===== src/rtl/sr2cb_m_tx_arb_if.sv =====
// rtl/sr2cb_m_tx_arb_if.sv - byte-stream bundle between frame sources, the TX arbiter and the PHY inserter
// Signals:
//   src_d   8*N_SRC  byte data, source i on [8*i+7:8*i]
//   src_dv  N_SRC    source frame byte valid, high for the whole frame
//   src_dr  N_SRC    arbiter ready back to each source
//   tx_d    8        byte to PHY preamble inserter
//   tx_dv   1        byte valid to PHY preamble inserter
//   tx_dr   1        PHY ready
// Modports: master = arbiter side, slave = sources plus PHY side.
interface sr2cb_m_tx_arb_if #(
    parameter int N_SRC = 2
);
    logic [8*N_SRC-1:0] src_d;
    logic [N_SRC-1:0]   src_dv;
    logic [N_SRC-1:0]   src_dr;
    logic [7:0]         tx_d;
    logic               tx_dv;
    logic               tx_dr;

    modport master (
        input  src_d, src_dv, tx_dr,
        output src_dr, tx_d, tx_dv
    );

    modport slave (
        output src_d, src_dv, tx_dr,
        input  src_dr, tx_d, tx_dv
    );
endinterface


===== src/rtl/sr2cb_m_tx_arb.sv =====
// rtl/sr2cb_m_tx_arb.sv - frame-level arbiter sharing the master TX byte path between N frame sources
// Ports:
//   clk      clock
//   rst_n    synchronous reset, active-low
//   bus      master side of sr2cb_m_tx_arb_if (per-source src_d/src_dv/src_dr, tx_d/tx_dv/tx_dr)
//   grant    one-hot current owner, 0 when idle
//   busy     high while a frame is streaming or being flushed
//   len_err  one-cycle pulse when a frame is truncated at MAX_FRAME_BYTES
module sr2cb_m_tx_arb #(
    parameter int N_SRC           = 2,
    parameter int MAX_FRAME_BYTES = 1522,
    parameter int PRIO0           = 1
) (
    input  logic              clk,
    input  logic              rst_n,
    sr2cb_m_tx_arb_if.master  bus,
    output logic [N_SRC-1:0]  grant,
    output logic              busy,
    output logic              len_err
);
    localparam int            IW      = (N_SRC > 1) ? $clog2(N_SRC) : 1;
    localparam logic [IW:0]   N_W     = (IW+1)'(N_SRC);
    localparam logic [IW-1:0] LAST_W  = IW'(N_SRC - 1);
    localparam logic [11:0]   MAX_CNT = 12'(MAX_FRAME_BYTES);

    typedef enum logic [1:0] {
        S_IDLE,
        S_STREAM,
        S_FLUSH
    } state_t;

    state_t            state_q, state_d;
    logic [N_SRC-1:0]  grant_q, grant_d;
    logic [IW-1:0]     owner_q, owner_d;
    logic [IW-1:0]     rr_ptr_q, rr_ptr_d;
    logic [11:0]       byte_cnt_q, byte_cnt_d;
    logic              len_err_q, len_err_d;

    logic [7:0]        src_byte [N_SRC];
    logic [IW-1:0]     win_idx;
    logic              win_vld;
    logic [IW:0]       cand;
    logic [IW-1:0]     rr_next;

    for (genvar i = 0; i < N_SRC; i++) begin : g_src_byte
        assign src_byte[i] = bus.src_d[8*i +: 8];
    end

    // Round-robin search from rr_ptr. Walking offsets downwards lets the
    // smallest offset overwrite the others, so no early exit is needed.
    always_comb begin
        win_vld = 1'b0;
        win_idx = '0;
        cand    = '0;
        for (int k = N_SRC - 1; k >= 0; k--) begin
            cand = {1'b0, rr_ptr_q} + (IW+1)'(k);
            if (cand >= N_W) begin
                cand = cand - N_W;
            end
            if (bus.src_dv[cand[IW-1:0]]) begin
                win_vld = 1'b1;
                win_idx = cand[IW-1:0];
            end
        end
        if (PRIO0 != 0 && bus.src_dv[0]) begin
            win_vld = 1'b1;
            win_idx = '0;
        end
    end

    // Pointer moves past the releasing owner, even when source 0 won on priority.
    always_comb begin
        rr_next = owner_q + 1'b1;
        if (owner_q == LAST_W) begin
            rr_next = '0;
        end
    end

    always_comb begin
        state_d    = state_q;
        grant_d    = grant_q;
        owner_d    = owner_q;
        rr_ptr_d   = rr_ptr_q;
        byte_cnt_d = byte_cnt_q;
        len_err_d  = 1'b0;
        bus.tx_d   = '0;
        bus.tx_dv  = 1'b0;
        bus.src_dr = '0;

        case (state_q)
            S_IDLE: begin
                // Arbitration cycle only; the first byte moves in the next cycle.
                if (bus.tx_dr && win_vld) begin
                    state_d          = S_STREAM;
                    owner_d          = win_idx;
                    grant_d          = '0;
                    grant_d[win_idx] = 1'b1;
                    byte_cnt_d       = '0;
                end
            end

            S_STREAM: begin
                if (bus.src_dv[owner_q] && byte_cnt_q == MAX_CNT) begin
                    // Frame already delivered MAX_FRAME_BYTES and is still going:
                    // swallow this byte and the rest of the frame.
                    bus.src_dr[owner_q] = 1'b1;
                    len_err_d           = 1'b1;
                    state_d             = S_FLUSH;
                end else begin
                    bus.tx_d            = src_byte[owner_q];
                    bus.tx_dv           = bus.src_dv[owner_q];
                    bus.src_dr[owner_q] = bus.tx_dr;
                    if (!bus.src_dv[owner_q]) begin
                        state_d    = S_IDLE;
                        grant_d    = '0;
                        byte_cnt_d = '0;
                        rr_ptr_d   = rr_next;
                    end else if (bus.tx_dr && byte_cnt_q != 12'hFFF) begin
                        byte_cnt_d = byte_cnt_q + 12'd1;
                    end
                end
            end

            S_FLUSH: begin
                bus.src_dr[owner_q] = 1'b1;
                if (!bus.src_dv[owner_q]) begin
                    state_d    = S_IDLE;
                    grant_d    = '0;
                    byte_cnt_d = '0;
                    rr_ptr_d   = rr_next;
                end
            end

            default: begin
                state_d = S_IDLE;
                grant_d = '0;
            end
        endcase

        // Keep the byte path quiet while reset is held, even mid-frame.
        if (!rst_n) begin
            bus.tx_d   = '0;
            bus.tx_dv  = 1'b0;
            bus.src_dr = '0;
        end
    end

    always_ff @(posedge clk) begin
        if (!rst_n) begin
            state_q    <= S_IDLE;
            grant_q    <= '0;
            owner_q    <= '0;
            rr_ptr_q   <= '0;
            byte_cnt_q <= '0;
            len_err_q  <= 1'b0;
        end else begin
            state_q    <= state_d;
            grant_q    <= grant_d;
            owner_q    <= owner_d;
            rr_ptr_q   <= rr_ptr_d;
            byte_cnt_q <= byte_cnt_d;
            len_err_q  <= len_err_d;
        end
    end

    assign grant   = grant_q;
    assign busy    = (state_q != S_IDLE);
    assign len_err = len_err_q;
endmodule

===== src/flat_wrapper.sv =====
// flat-port wrapper written by rule: the top's interface ports become plain ports
module sr2cb_m_tx_arb_flat 
#(
    parameter int N_SRC           = 2,
    parameter int MAX_FRAME_BYTES = 1522,
    parameter int PRIO0           = 1
)
  (clk, rst_n, grant, busy, len_err, bus_src_d, bus_src_dv, bus_tx_dr, bus_src_dr, bus_tx_d, bus_tx_dv);
  sr2cb_m_tx_arb_if #(.N_SRC(N_SRC)) bus_i ();
  input  logic clk;
  input  logic rst_n;
  output logic [N_SRC-1:0] grant;
  output logic busy;
  output logic len_err;
  input wire logic [$bits(bus_i.src_d)-1:0] bus_src_d;
  input wire logic [$bits(bus_i.src_dv)-1:0] bus_src_dv;
  input wire logic [$bits(bus_i.tx_dr)-1:0] bus_tx_dr;
  output wire logic [$bits(bus_i.src_dr)-1:0] bus_src_dr;
  output wire logic [$bits(bus_i.tx_d)-1:0] bus_tx_d;
  output wire logic [$bits(bus_i.tx_dv)-1:0] bus_tx_dv;
  assign bus_i.src_d = bus_src_d;
  assign bus_i.src_dv = bus_src_dv;
  assign bus_i.tx_dr = bus_tx_dr;
  assign bus_src_dr = bus_i.src_dr;
  assign bus_tx_d = bus_i.tx_d;
  assign bus_tx_dv = bus_i.tx_dv;
  sr2cb_m_tx_arb #(.N_SRC(N_SRC), .MAX_FRAME_BYTES(MAX_FRAME_BYTES), .PRIO0(PRIO0)) u_core (.clk(clk), .rst_n(rst_n), .bus(bus_i), .grant(grant), .busy(busy), .len_err(len_err));
endmodule

===== config.mk =====
export PLATFORM = sky130hd
export DESIGN_NAME = sr2cb_m_tx_arb_flat
export DESIGN_NICKNAME = d
export VERILOG_FILES = /design/src/rtl/sr2cb_m_tx_arb_if.sv /design/src/rtl/sr2cb_m_tx_arb.sv /design/src/flat_wrapper.sv
export SDC_FILE = /design/constraint.sdc
export NUM_CORES = 1
export LEC_CHECK = 0
export CAP_MARGIN = 20
export CELL_PAD_IN_SITES_DETAIL_PLACEMENT = 0
export CELL_PAD_IN_SITES_GLOBAL_PLACEMENT = 1
export CORE_UTILIZATION = 34
export CTS_CLUSTER_SIZE = 8
export DETAILED_ROUTE_END_ITERATION = 10
export GPL_TIMING_DRIVEN = 1
export PLACE_DENSITY_LB_ADDON = 0.1
export SLEW_MARGIN = 20
export SYNTH_ARGS = -nofsm -noshare
export SYNTH_HDL_FRONTEND = slang
export SYNTH_SLANG_ARGS = --single-unit

===== constraint.sdc =====
create_clock -name clk -period 2.5 [get_ports clk]
set_input_delay 0.25 -clock clk [delete_from_list [all_inputs] [get_ports clk]]
set_output_delay 0.25 -clock clk [all_outputs]
set_load 0.03 [all_outputs]

# ---- After elaboration in Yosys (flattened, before gate mapping)
# Cells that the tools add are included.
dict set report op_classes {
  n_lt_le_gt_ge 9
  addsub 5
  n_mux 49
  reduce_logical 14
  n_eq_ne 8
  bitwise_logic 2
}
# cell n
set ops {}
lappend ops {{12-bit 2-to-1 mux} 5}
lappend ops {{8-bit 2-to-1 mux} 6}
lappend ops {{12-bit one-hot mux with 3 select lines} 1}
lappend ops {{1-bit 2-to-1 mux} 23}
lappend ops {{2-bit 2-to-1 mux} 8}
lappend ops {{12-bit by 1-bit adder with 12-bit output (second input constant)} 1}
lappend ops {{12-bit by 11-bit equality test with 1-bit output (second input constant)} 1}
lappend ops {{12-bit != test (second input constant)} 1}
lappend ops {{2-bit one-hot mux with 3 select lines} 2}
lappend ops {{1-bit by 2-bit < comparator with 1-bit output (second input constant)} 4}
lappend ops {{2-bit AND reduction} 4}
lappend ops {{1-bit logical AND} 5}
lappend ops {{5-bit AND reduction} 1}
lappend ops {{2-bit >= comparator (second input constant)} 2}
lappend ops {{2-bit != test (second input constant)} 2}
lappend ops {{2-bit one-hot mux with 2 select lines} 1}
lappend ops {{2-bit nonzero test} 2}
lappend ops {{3-bit != test (second input constant)} 1}
lappend ops {{3-bit nonzero test} 1}
lappend ops {{1-bit by 1-bit adder with 2-bit output (second input constant)} 1}
lappend ops {{2-bit bitwise AND} 1}
lappend ops {{1-bit demux with 1-bit select} 2}
lappend ops {{2-bit by 1-bit equality test with 1-bit output (second input constant)} 1}
lappend ops {{2-bit equality test (second input constant)} 1}
lappend ops {{8 further kinds} 10}
dict set report totals {
  reg_bits 19
  word_cells 93
  in_bits 21
  out_inout_bits 15
}

# ---- Depth between registers and ports, before layout
dict set report logic_depth {
  depth_word 14
  ltp_mapped 8
  mapped_depth_nobuf 7
}

# ---- Worst setup path after synthesis
# No wires, ideal clock.
dict set report synth_timing {
  path_kind {reg2out}
  from {reg u_core.byte_cnt_q[2]}
  to {out bus_src_dr[0]}
  n_path_buf 1
  arrival_ns 2.381
  path_stages_with_launch 7
  required_time_ns 2.250
  slack_ns -0.131
  cell_sequence {dfxtp_1 > or4b_1 > or4_1 > clkbuf_2 > o21bai_1 > a21oi_1 > nor3_1}
}
dict set report synth_via {
  elab_chain_cells 5
}
# item line_no
set synth_lines {}
lappend synth_lines {{start: declaration} sr2cb_m_tx_arb.sv:36} ;# logic [11:0] byte_cnt_q, byte_cnt_d;
lappend synth_lines {{start signal: assignment} sr2cb_m_tx_arb.sv:161} ;# byte_cnt_q <= byte_cnt_d;
lappend synth_lines {{12-bit by 11-bit equality test with 1-bit output} sr2cb_m_tx_arb.sv:103} ;# if (bus.src_dv[owner_q] && byte_cnt_q == MAX_CNT) begin
lappend synth_lines {{1-bit logical AND} sr2cb_m_tx_arb.sv:103}
lappend synth_lines {{2-bit 2-to-1 mux} sr2cb_m_tx_arb.sv:103}
lappend synth_lines {{2-bit one-hot mux with 2 select lines} sr2cb_m_tx_arb.sv:90} ;# case (state_q)
lappend synth_lines {{2-bit 2-to-1 mux} sr2cb_m_tx_arb.sv:141} ;# if (!rst_n) begin
lappend synth_lines {{end: declaration} flat_wrapper.sv:18} ;# output wire logic [$bits(bus_i.src_dr)-1:0] bus_src_dr;
# No other way between the ends.

# ---- Final worst setup path
# Same ends and word-level chain as after synthesis.

==> flow_summary.ini <==
[routing]
drtPass1Iterations = 4
dr_wl_met3_um = 128
routedWlPerCell_um = 14.2
wl_met1_mm = 1.68
drt-total-wl_mm = 3.81
drt.antenna.violating_nets = 0
vias = 1456
drc = 0
viasPerCell = 5.43
wl_met2_mm = 1.97
drt_iter0_markers = 105
highest_layer = met4

[final_layout]
final_common_cell = clkdlybuf4s50_1
most-common-layout-cells = 24 x clkdlybuf4s50_1, 23 x buf_4, 18 x nand2_1, 18 x dfxtp_1, 11 x o21ai_0
drive_above_1_share_pct = 22.7
final_cell_count_no_fill = 268
antenna_cells = 0
layout.nets = 248
area_growth_pct = 45.6

[yosys]
ys_ff_latch = 18
synth.cell_area_mm2 = 0.00129
synth.net_count = 193
synth-main-ff-cell = dfxtp_1
ys_warn_count = 0
avgSynthCellArea_um2 = 7.77
synth.distinct_cells = 42
synth_edf_count = 0
syn_inst = 166
ys_seq_area_share_pct = 27.9
async_flop_share_pct = 0

[sta]
fmax_ghz = 0.406
hold_viol = 0
tightest_slew_ns = 0.424
grt_setup_unrepaired = yes
clock_skew_ns = 0.00294
final-setup-viol-count = 0
drv_slew = 0
fin_setup_tns_ns = 0
relSlewSlack_pct = 71.5
fin_crit_ns = 2.47
final.setup.worst_slack_ns = 0.0340
period_share_pct = 98.6

[place]
dp_hpwl_mm = 3.02
numPortBuffers = 35
place_ws_ns = -0.124
globalplace.congestion = 0.875
placed_cells = 263

[setup_path]
slowest_stage = or4b_1
crit_type = flop to primary output
required_ns = 2.25
crit_arrival_ns = 2.22
critPathMaxFanout = 3
critPathLaunchType = flop
cp_cell_sequence = or4b_1, or4_4, buf_6, o21bai_4, a21oi_2, nor3_2, buf_4
slowest_delay_ns = 0.52
crit_path_end_kind = primary output

[power]
power_leakage_nw = 0.676
power_density_mw_per_mm2 = 415
peakVddDrop_uv = 229
finalPower_uw = 779

[floorplanning]
start_util_pct = 35.2
die_w_um = 63.6
io_pins = 36
die_area_mm2 = 0.00404
core_area_mm2 = 0.00366
die_y_um = 63.6
rows = 22

[flow_run]
maxCapViolations = 0

[clocking]
root_buffer = clkbuf_8
clkTransAtPathRegs_ns = 0.07
insertion_delay_ns = 0.26
cts_buffer_depth = 2
tritoncts = built
htree_levels = 1
cts.sinks = 18
cts_buffers = 3

[global_routing]
grt_pass1_wl_mm = 6.46
track_usage_pct = 20.2
grt_overflow_total = 0
grt_pass1_vias = 1500
grt_max_degree = 11
antenna_found_initial = 0

[run_status]
status = finished clean

[min_path]
worstHoldPathType = flop to flop
[layout make-up]
cell class	instances	area, µm²
tap	48	60.1
timing repair buffer	57	474
fill	386	1780
inverter	7	26.3
clock buffer	4	55.1
multi-input combinational	134	902
sequential	18	360
[power breakdown]
group / switching, mW / leakage (nW) / total (mW) / internal [mW]
Sequential: 0.00564 / 0.146 / 0.300 / 0.294
Combinational: 0.131 / 0.502 / 0.239 / 0.108
Clock: 0.101 / 0.0288 / 0.241 / 0.140
[metal layers]
metal	up-vias	track usage, %
li1	735	-
met1	685	23.1
met2	32	36.7
met3	4	4.35
met4	0	6.25
met5	-	0
[state kept, by name, summed over array words and instances, names as in the netlist]
register / flops
u_core.owner_q: 1
u_core.byte_cnt_q: 12
u_core.len_err: 1
u_core.grant: 2
u_core.state_q: 2
[through the flow]
step / utilization [%] / hold WS [ns] / area [µm²]
global route: 51.3 / 0.499 / 1880
finish: 51.3 / 0.471 / 1880
global placement: 49.9 / 0.460 / 1830
floorplan: - / 0.420 / 1290
detailed placement: 49.9 / 0.469 / 1830
CTS: 51.8 / 0.479 / 1900
[cells by family (layout without fill, tap and decap cells)]
kind of cell / Yosys count / count (layout) / share of synthesized area (%)
AND/OR/NAND/NOR: 71 / 71 / 29.4
AO/OA/AOI/OAI: 47 / 47 / 24.8
buffers and inverters: 14 / 68 / 4.17
adder cells (fa/ha/maj): 6 / 6 / 5.82
multiplexers: 10 / 10 / 7.86
flip-flops: 18 / 18 / 27.9
[worst max-delay path, delay by kind of cell, from the launching register on]
family          cells  cell delay [ns]
compound gates      2             0.19
buf+inv             2             0.32
flops               1             0.31
simple gates        3             1.13
[path summary, 6_finish.rpt]
check	startpoint	endpoint	slack [ns]	depth (start not counted)
setup / recovery	u_core.byte_cnt_q[2]	bus_src_dr[0]	0.03	7
hold / removal	u_core.grant[0]	u_core.grant[0]	0.47	2
setup reg to reg	u_core.byte_cnt_q[2]	u_core.state_q[1]	0.21	6
hold reg to reg	u_core.grant[0]	u_core.grant[0]	0.47	2
[repair_timing]
action | 4_1_cts | 5_1_grt
hold buffers | 0 | 0
pin swaps | 3 | 1
buffers inserted | 0 | 1
resized for setup | 27 | 21
endpoints found under the setup margin | 11 | 11
[Yosys cell counts (2+ instances only)]
cell	n	share of area (%)
o21a_1	6	3.5
nor2_1	9	2.6
a211oi_1	2	1.2
and2_1	2	0.97
a31oi_1	3	1.5
nor4_1	6	2.9
or4_1	4	2.3
nor3_1	6	2.3
or2_2	4	1.9
o21ai_0	11	4.3
or3_1	4	1.9
mux2i_1	9	7.0
nand2_1	18	5.2
o211ai_1	2	1.2
ha_1	6	5.8
clkbuf_1	5	1.5
a21boi_0	6	3.5
a21oi_1	8	3.1
nand3_1	10	3.9
inv_1	6	1.7
dfxtp_1	18	28
Note: power is estimated with default switching activity, not from simulation.
